[src/rtl/uart_cmd_parser.sv]
// Byte-stream command packet parser: frames 0xA5-synced checksummed packets into pixel, cfg and start actions.
// Optional inter-byte timeout is enabled by defining UART_CMD_TIMEOUT_EN.
module uart_cmd_parser #(
    parameter int ADDR_WIDTH     = 17,
    parameter int TIMEOUT_CYCLES = 100000
) (
    input  logic                  clk,
    input  logic                  reset,
    input  logic [7:0]            rx_data,
    input  logic                  rx_valid,
    output logic                  mem_wr_en,
    output logic [ADDR_WIDTH-1:0] mem_wr_addr,
    output logic [7:0]            mem_wr_data,
    output logic                  cfg_wr_en,
    output logic [7:0]            cfg_addr,
    output logic [7:0]            cfg_data,
    output logic                  start_pulse,
    output logic                  busy,
    output logic                  pkt_ok,
    output logic                  pkt_err,
    output logic [1:0]            err_code
);

    typedef enum logic [2:0] {
        ST_HUNT, ST_CMD, ST_LEN_LO, ST_LEN_HI, ST_PAYLOAD, ST_CHK
    } state_t;

    state_t                state_r;
    logic [7:0]            cmd_r;
    logic [7:0]            len_lo_r;
    logic [15:0]           cnt_r;
    logic [7:0]            chk_r;
    logic [7:0]            cfg_buf_addr_r;
    logic [7:0]            cfg_buf_data_r;
    logic [ADDR_WIDTH-1:0] wr_addr_cnt_r;
    logic [15:0]           len_s;
    logic                  timeout_s;

    function automatic logic len_legal(input logic [7:0] cmd, input logic [15:0] len);
        case (cmd)
            8'h01:   return 1'b1;
            8'h02:   return (len == 16'd2);
            8'h03:   return (len == 16'd0);
            default: return 1'b0;
        endcase
    endfunction

    assign len_s = {rx_data, len_lo_r};

`ifdef UART_CMD_TIMEOUT_EN
    localparam int TW = (TIMEOUT_CYCLES > 2) ? $clog2(TIMEOUT_CYCLES) : 1;
    logic [TW-1:0] idle_cnt_r;

    // Expiry only when no byte arrives this cycle; a coinciding byte wins.
    always_comb begin
        if ((state_r != ST_HUNT) && !rx_valid && (idle_cnt_r == TW'(TIMEOUT_CYCLES - 1))) begin
            timeout_s = 1'b1;
        end else begin
            timeout_s = 1'b0;
        end
    end

    // Idle counter: clears on any byte, counts only inside a packet.
    always_ff @(posedge clk) begin
        if (reset || rx_valid || (state_r == ST_HUNT) || timeout_s) begin
            idle_cnt_r <= {TW{1'b0}};
        end else begin
            idle_cnt_r <= idle_cnt_r + {{(TW-1){1'b0}}, 1'b1};
        end
    end
`else
    assign timeout_s = 1'b0;
`endif

    // Packet FSM with all outputs registered; pulse outputs default low every cycle.
    always_ff @(posedge clk) begin
        if (reset) begin
            state_r        <= ST_HUNT;
            cmd_r          <= 8'h00;
            len_lo_r       <= 8'h00;
            cnt_r          <= 16'h0000;
            chk_r          <= 8'h00;
            cfg_buf_addr_r <= 8'h00;
            cfg_buf_data_r <= 8'h00;
            wr_addr_cnt_r  <= {ADDR_WIDTH{1'b0}};
            mem_wr_en      <= 1'b0;
            mem_wr_addr    <= {ADDR_WIDTH{1'b0}};
            mem_wr_data    <= 8'h00;
            cfg_wr_en      <= 1'b0;
            cfg_addr       <= 8'h00;
            cfg_data       <= 8'h00;
            start_pulse    <= 1'b0;
            busy           <= 1'b0;
            pkt_ok         <= 1'b0;
            pkt_err        <= 1'b0;
            err_code       <= 2'd0;
        end else begin
            mem_wr_en   <= 1'b0;
            cfg_wr_en   <= 1'b0;
            start_pulse <= 1'b0;
            pkt_ok      <= 1'b0;
            pkt_err     <= 1'b0;
            if (rx_valid) begin
                case (state_r)
                    ST_HUNT: begin
                        if (rx_data == 8'hA5) begin
                            state_r       <= ST_CMD;
                            busy          <= 1'b1;
                            wr_addr_cnt_r <= {ADDR_WIDTH{1'b0}};
                        end else begin
                            state_r <= ST_HUNT;
                        end
                    end
                    ST_CMD: begin
                        cmd_r   <= rx_data;
                        chk_r   <= rx_data;
                        state_r <= ST_LEN_LO;
                    end
                    ST_LEN_LO: begin
                        len_lo_r <= rx_data;
                        chk_r    <= chk_r ^ rx_data;
                        state_r  <= ST_LEN_HI;
                    end
                    ST_LEN_HI: begin
                        chk_r <= chk_r ^ rx_data;
                        if (!len_legal(cmd_r, len_s)) begin
                            state_r  <= ST_HUNT;
                            busy     <= 1'b0;
                            pkt_err  <= 1'b1;
                            err_code <= 2'd2;
                        end else if (len_s == 16'd0) begin
                            state_r <= ST_CHK;
                        end else begin
                            cnt_r   <= len_s;
                            state_r <= ST_PAYLOAD;
                        end
                    end
                    ST_PAYLOAD: begin
                        chk_r <= chk_r ^ rx_data;
                        cnt_r <= cnt_r - 16'd1;
                        if (cmd_r == 8'h01) begin
                            mem_wr_en     <= 1'b1;
                            mem_wr_addr   <= wr_addr_cnt_r;
                            mem_wr_data   <= rx_data;
                            wr_addr_cnt_r <= wr_addr_cnt_r + {{(ADDR_WIDTH-1){1'b0}}, 1'b1};
                        end else if (cnt_r == 16'd2) begin
                            cfg_buf_addr_r <= rx_data;
                        end else begin
                            cfg_buf_data_r <= rx_data;
                        end
                        if (cnt_r == 16'd1) begin
                            state_r <= ST_CHK;
                        end else begin
                            state_r <= ST_PAYLOAD;
                        end
                    end
                    ST_CHK: begin
                        state_r <= ST_HUNT;
                        busy    <= 1'b0;
                        if (rx_data == chk_r) begin
                            pkt_ok <= 1'b1;
                            if (cmd_r == 8'h02) begin
                                cfg_wr_en <= 1'b1;
                                cfg_addr  <= cfg_buf_addr_r;
                                cfg_data  <= cfg_buf_data_r;
                            end else if (cmd_r == 8'h03) begin
                                start_pulse <= 1'b1;
                            end else begin
                                start_pulse <= 1'b0;
                            end
                        end else begin
                            pkt_err  <= 1'b1;
                            err_code <= 2'd1;
                        end
                    end
                    default: begin
                        state_r <= ST_HUNT;
                        busy    <= 1'b0;
                    end
                endcase
            end else if (timeout_s) begin
                state_r  <= ST_HUNT;
                busy     <= 1'b0;
                pkt_err  <= 1'b1;
                err_code <= 2'd3;
            end else begin
                state_r <= state_r;
            end
        end
    end

endmodule

[config.mk]
export PLATFORM = sky130hd
export DESIGN_NAME = uart_cmd_parser
export DESIGN_NICKNAME = d
export VERILOG_FILES = /design/src/rtl/uart_cmd_parser.sv
export SDC_FILE = /design/constraint.sdc
export NUM_CORES = 1
export LEC_CHECK = 0
export BUFFER_PORTS_ARGS = -buffer_cell sky130_fd_sc_hd__buf_2
export CAP_MARGIN = 5
export CORE_AREA = 2 2 96 98
export CTS_BUF_LIST = sky130_fd_sc_hd__clkbuf_8
export CTS_CLUSTER_DIAMETER = 80
export DETAILED_ROUTE_END_ITERATION = 10
export DIE_AREA = 0 0 98 100
export PLACE_DENSITY = 0.95
export RECOVER_POWER = 25
export SLEW_MARGIN = 20
export SYNTH_ARGS = -nofsm -noshare
export SYNTH_HDL_FRONTEND = slang
export SYNTH_SLANG_ARGS = --single-unit
[constraint.sdc]
create_clock -name clk -period 5.6 [get_ports clk]
set_input_delay 0 -clock clk [delete_from_list [all_inputs] [get_ports clk]]
set_output_delay 0 -clock clk [all_outputs]
set_load 0.01 [all_outputs]
==> impl.org <==
** Logic synthesis
- sky130_fd_sc_hd__dfxtp_1 takes more of the synthesized area than any other cell.
- For this run, the number of Yosys warnings is 0.
- The mapped netlist covers 5560 um^2.
- For this run, asynchronously set or reset flops after synthesis account for 0%.
- Averaged over all synthesized cells, the footprint is 8.38 um^2.
- Yosys attributes the largest share of cell area to sky130_fd_sc_hd__dfxtp_1 45%, sky130_fd_sc_hd__nand2_1 8.3%, sky130_fd_sc_hd__a21oi_1 6.4%.
- Nets in the synthesized netlist :: 679
- In this run, distinct cell masters in the synthesized netlist total 60.
- Top_reg_cell synth :: sky130_fd_sc_hd__dfxtp_1
- Instance count of the mapped netlist :: 664
- The synthesized design contains 0 enable-type register cells.
- Part of the Yosys area used for sequential elements :: 45.0%
- In this run, synthesis produced a sequential element count of 125.
- After synthesis, the largest area contributor takes up 45.0% of total cell area.

** Timing
- Slew at the pin with the worst max-slew slack :: 1.07 ns
- Fin crit share :: 53.0%
- Final critical path time including I/O delays and setup :: 2.97 ns
- Number of hold violations in the final report :: 0
- In this run the tightest slew margin relative to its limit is 28.3%.
- Setup_tns :: 0 ns
- Final number of max-transition violations :: 0
- Final number of setup-violating endpoints :: 0
- Setup repair after global routing left no endpoint under its margin.
- Static timing analysis puts the maximum clock frequency at 0.337 GHz.
- Layout Skew :: 0.0103 ns

** GRT
- Maximum number of pins on one net before global-route repair :: 73
- The first global-routing pass estimated 24.5 mm of wire.
- Overflow after GRT :: 0
- The number of global-route vias before repair came to 5106.
- Number of antenna violations at the first check in global routing :: 0
- Global-route total usage across every layer :: 31.2%

** CTS
- Root buf cell :: sky130_fd_sc_hd__clkbuf_8
- Clock Sinks :: 125
- Later-pin clock latency in the skew report :: 0.46 ns
- Post-CTS setup buffer count :: 0
- Counting along the longest clock path gives a buffer depth of 2.
- Gates resized during post-CTS repair numbered 0.
- Counting the buffers created by CTS gives 17.
- CTS built an H-tree with a depth of 4.
- Clock-pin slew was measured on the worst setup and hold paths at 0.08 ns.
- CTS tree :: yes

** Status
- Run status :: finished clean

** Worst setup path
- Required time worst endpoint :: 5.92 ns
- The worst setup path is captured at a flop.
- STA puts the critical path data arrival time at 3.29 ns.
- In this design, the stage delay of the slowest critical-path cell is 0.77 ns.
- Critical Path, Cell by Cell :: or4_1 -> nor4bb_1 -> and4_1 -> mux2i_1 -> nor2_1
- In this run the critical register-to-register path is launched from cnt_r[9].
- The critical path starts at cnt_r[9].
- CP max FO :: 8
- Crit Path Class :: flop to flop
- The worst setup path is launched from a flop.
- The slowest stage of the critical path belongs to the cell sky130_fd_sc_hd__nor4bb_1.

** Power and ir drop
- Switching Share :: 27.9%
- Internal Pwr Total :: 0.00130 W
- Combinational logic burns 6.4% of the power.
- Summing internal, switching and leakage power gives 0.00180 W.
- In this run, the clock network consumes 43.4% of the power.
- Across the VDD grid, the largest voltage drop is 0.226 mV.
- In this run the static leakage power is 2.08 nW.
- Dividing total power by cell area gives a power density of 288 nW/um^2.
- Sequential Power Share :: 50.2%
- Psw :: 0.000502 W

** Die
- Placement row count :: 35
- Area of the die :: 9800 um^2
- Starting density of the core :: 62.6%
- Die H :: 100 um
- During I/O placement, the number of pins put on the boundary was 60.
- X dimension of the die :: 98 um
- The floorplan step defined a core boundary enclosing 8890 um^2.

** Place
- Gp weighted congestion :: 0.909
- Count of buffers inserted at the top-level ports :: 59
- The HPWL after detailed placement is 9.21 mm.

** Layout
- The post-route netlist has 9.05% of its cells at a drive strength greater than 1.
- The top cell types in the final layout, fill and taps aside, are 125 x sky130_fd_sc_hd__dfxtp_1, 123 x sky130_fd_sc_hd__nand2_1, 71 x sky130_fd_sc_hd__a21oi_1.
- The number of antenna diodes in the final layout is 0.
- # fillers :: 610
- The library cell used most frequently in the layout, excluding fill and tap cells, is sky130_fd_sc_hd__dfxtp_1.
- Nets@finish :: 720
- Area overhead of the layout relative to synthesis :: 12.3%

** Min path
- The path class of the tightest hold or removal check is primary input to flop.
- In this run the most critical hold path is launched from reset.

** Detailed routing
- Wires add up to 15.6 mm.
- The detailed router finished its first iteration with 658 violations.
- Routed via count divided by cell count :: 6.52
- In the routed design, unresolved DRC markers number 0.
- Routed wire length per instance :: 18.8 um
- The first TritonRoute pass finished after 6 iterations.
- Detailed-route via count :: 5402
- Post-route ant nets :: 0

** Run
- Across the run, the number of max-cap violations was 0.
==> cell usage after synthesis (8+ instances only) <==
master and instances:
sky130_fd_sc_hd__o311ai_0 11, sky130_fd_sc_hd__or3_1 13, sky130_fd_sc_hd__inv_1 8, sky130_fd_sc_hd__nand3_1 12, sky130_fd_sc_hd__o31ai_1 14, sky130_fd_sc_hd__or4_1 10
sky130_fd_sc_hd__nor3_1 10, sky130_fd_sc_hd__o21ai_0 11, sky130_fd_sc_hd__mux2i_1 34, sky130_fd_sc_hd__nand2_1 123, sky130_fd_sc_hd__dfxtp_1 125, sky130_fd_sc_hd__xnor2_1 18
sky130_fd_sc_hd__clkbuf_1 39, sky130_fd_sc_hd__a21oi_1 71, sky130_fd_sc_hd__nor2_1 66
==> worst max-delay path, delay by kind of cell (launching register included) <==
family / cells / cell delay [ns]
simple gates: 4 / 2.14
flops: 1 / 0.37
mux: 1 / 0.30
==> cell type report <==
| type | instances | area (um^2) | area share (%) |
|---|---|---|---|
| Multi-Input combinational cell | 481 | 2830 | 45.3 |
| Sequential cell | 125 | 2500 | 40.1 |
| Timing Repair Buffer | 71 | 354 | 5.67 |
| Clock buffer | 17 | 234 | 3.75 |
| Clock inverter | 15 | 154 | 2.46 |
| Tap cell | 111 | 139 | 2.22 |
| Inverter | 9 | 33.8 | 0.541 |
==> layer usage <==
layer	wire, um	part of all wire (%)	global-route usage, %
met5	0	0	0
met4	794	5.1	20.1
met3	1640	10	6.75
met2	7370	47	50.8
met1	5790	37	37.5
==> registers in the layout, summed over array words and instances, names as in the netlist, 2 cells and up <==
name            count
cmd_r               8
cfg_data            8
mem_wr_data         8
mem_wr_addr        17
cnt_r              16
chk_r               8
cfg_buf_data_r      8
cfg_buf_addr_r      8
len_lo_r            8
err_code            2
state_r             3
wr_addr_cnt_r      17
cfg_addr            8
==> stage by stage <==
stage / area [um^2] / setup slack [ns] / std cells / util (%) / hold slack [ns]
floorplan: 5560 / 3.07 / 664 / - / 0.258
global placement: 5810 / 2.93 / 788 / 65.4 / 0.341
detailed placement: 5810 / 2.77 / 788 / 65.4 / 0.367
CTS: 6290 / 2.76 / 829 / 70.8 / 0.0312
global route: 6240 / 2.56 / 829 / 70.2 / 0.0650
finish: 6240 / 2.63 / 829 / 70.2 / 0.0269
==> kinds of logic after synthesis <==
kind of cell | synth area share [%]
flip-flops | 45.0
AO/OA/AOI/OAI | 17.3
adder cells (fa/ha/maj) | 0.900
buffers and inverters | 4.54
multiplexers | 6.12
AND/OR/NAND/NOR | 23.3
XOR/XNOR | 2.83
==> power by group through the flow <==
| stage | logic, W | registers [W] | clock network [W] |
|---|---|---|---|
| finish | 0.000115 | 0.000904 | 0.000780 |
| global route | 0.000121 | 0.000904 | 0.000819 |
| CTS | 0.000110 | 0.000903 | 0.000781 |
| detailed placement | 0.000102 | 0.000924 | 0 |
| global placement | 0.0000967 | 0.000923 | 0 |
| floorplan | 0.0000823 | 0.000921 | 0 |
==> worst paths after layout <==
check                                    endpoint  slack [ns]  depth (start not counted)
worst max-delay path            cfg_buf_addr_r[3]        2.63                          5
worst max register to register  cfg_buf_addr_r[3]        2.63                          5
worst min register to register     mem_wr_data[6]        0.46                          2
worst min-delay path            cfg_buf_data_r[0]        0.03                          2
==> timing repair <==
action,4_1_cts,5_1_grt
endpoints found under the hold margin,34,0
setup endpoints to repair,0,0
hold buffers,9,0
Note: power is estimated with default switching activity, not from simulation.
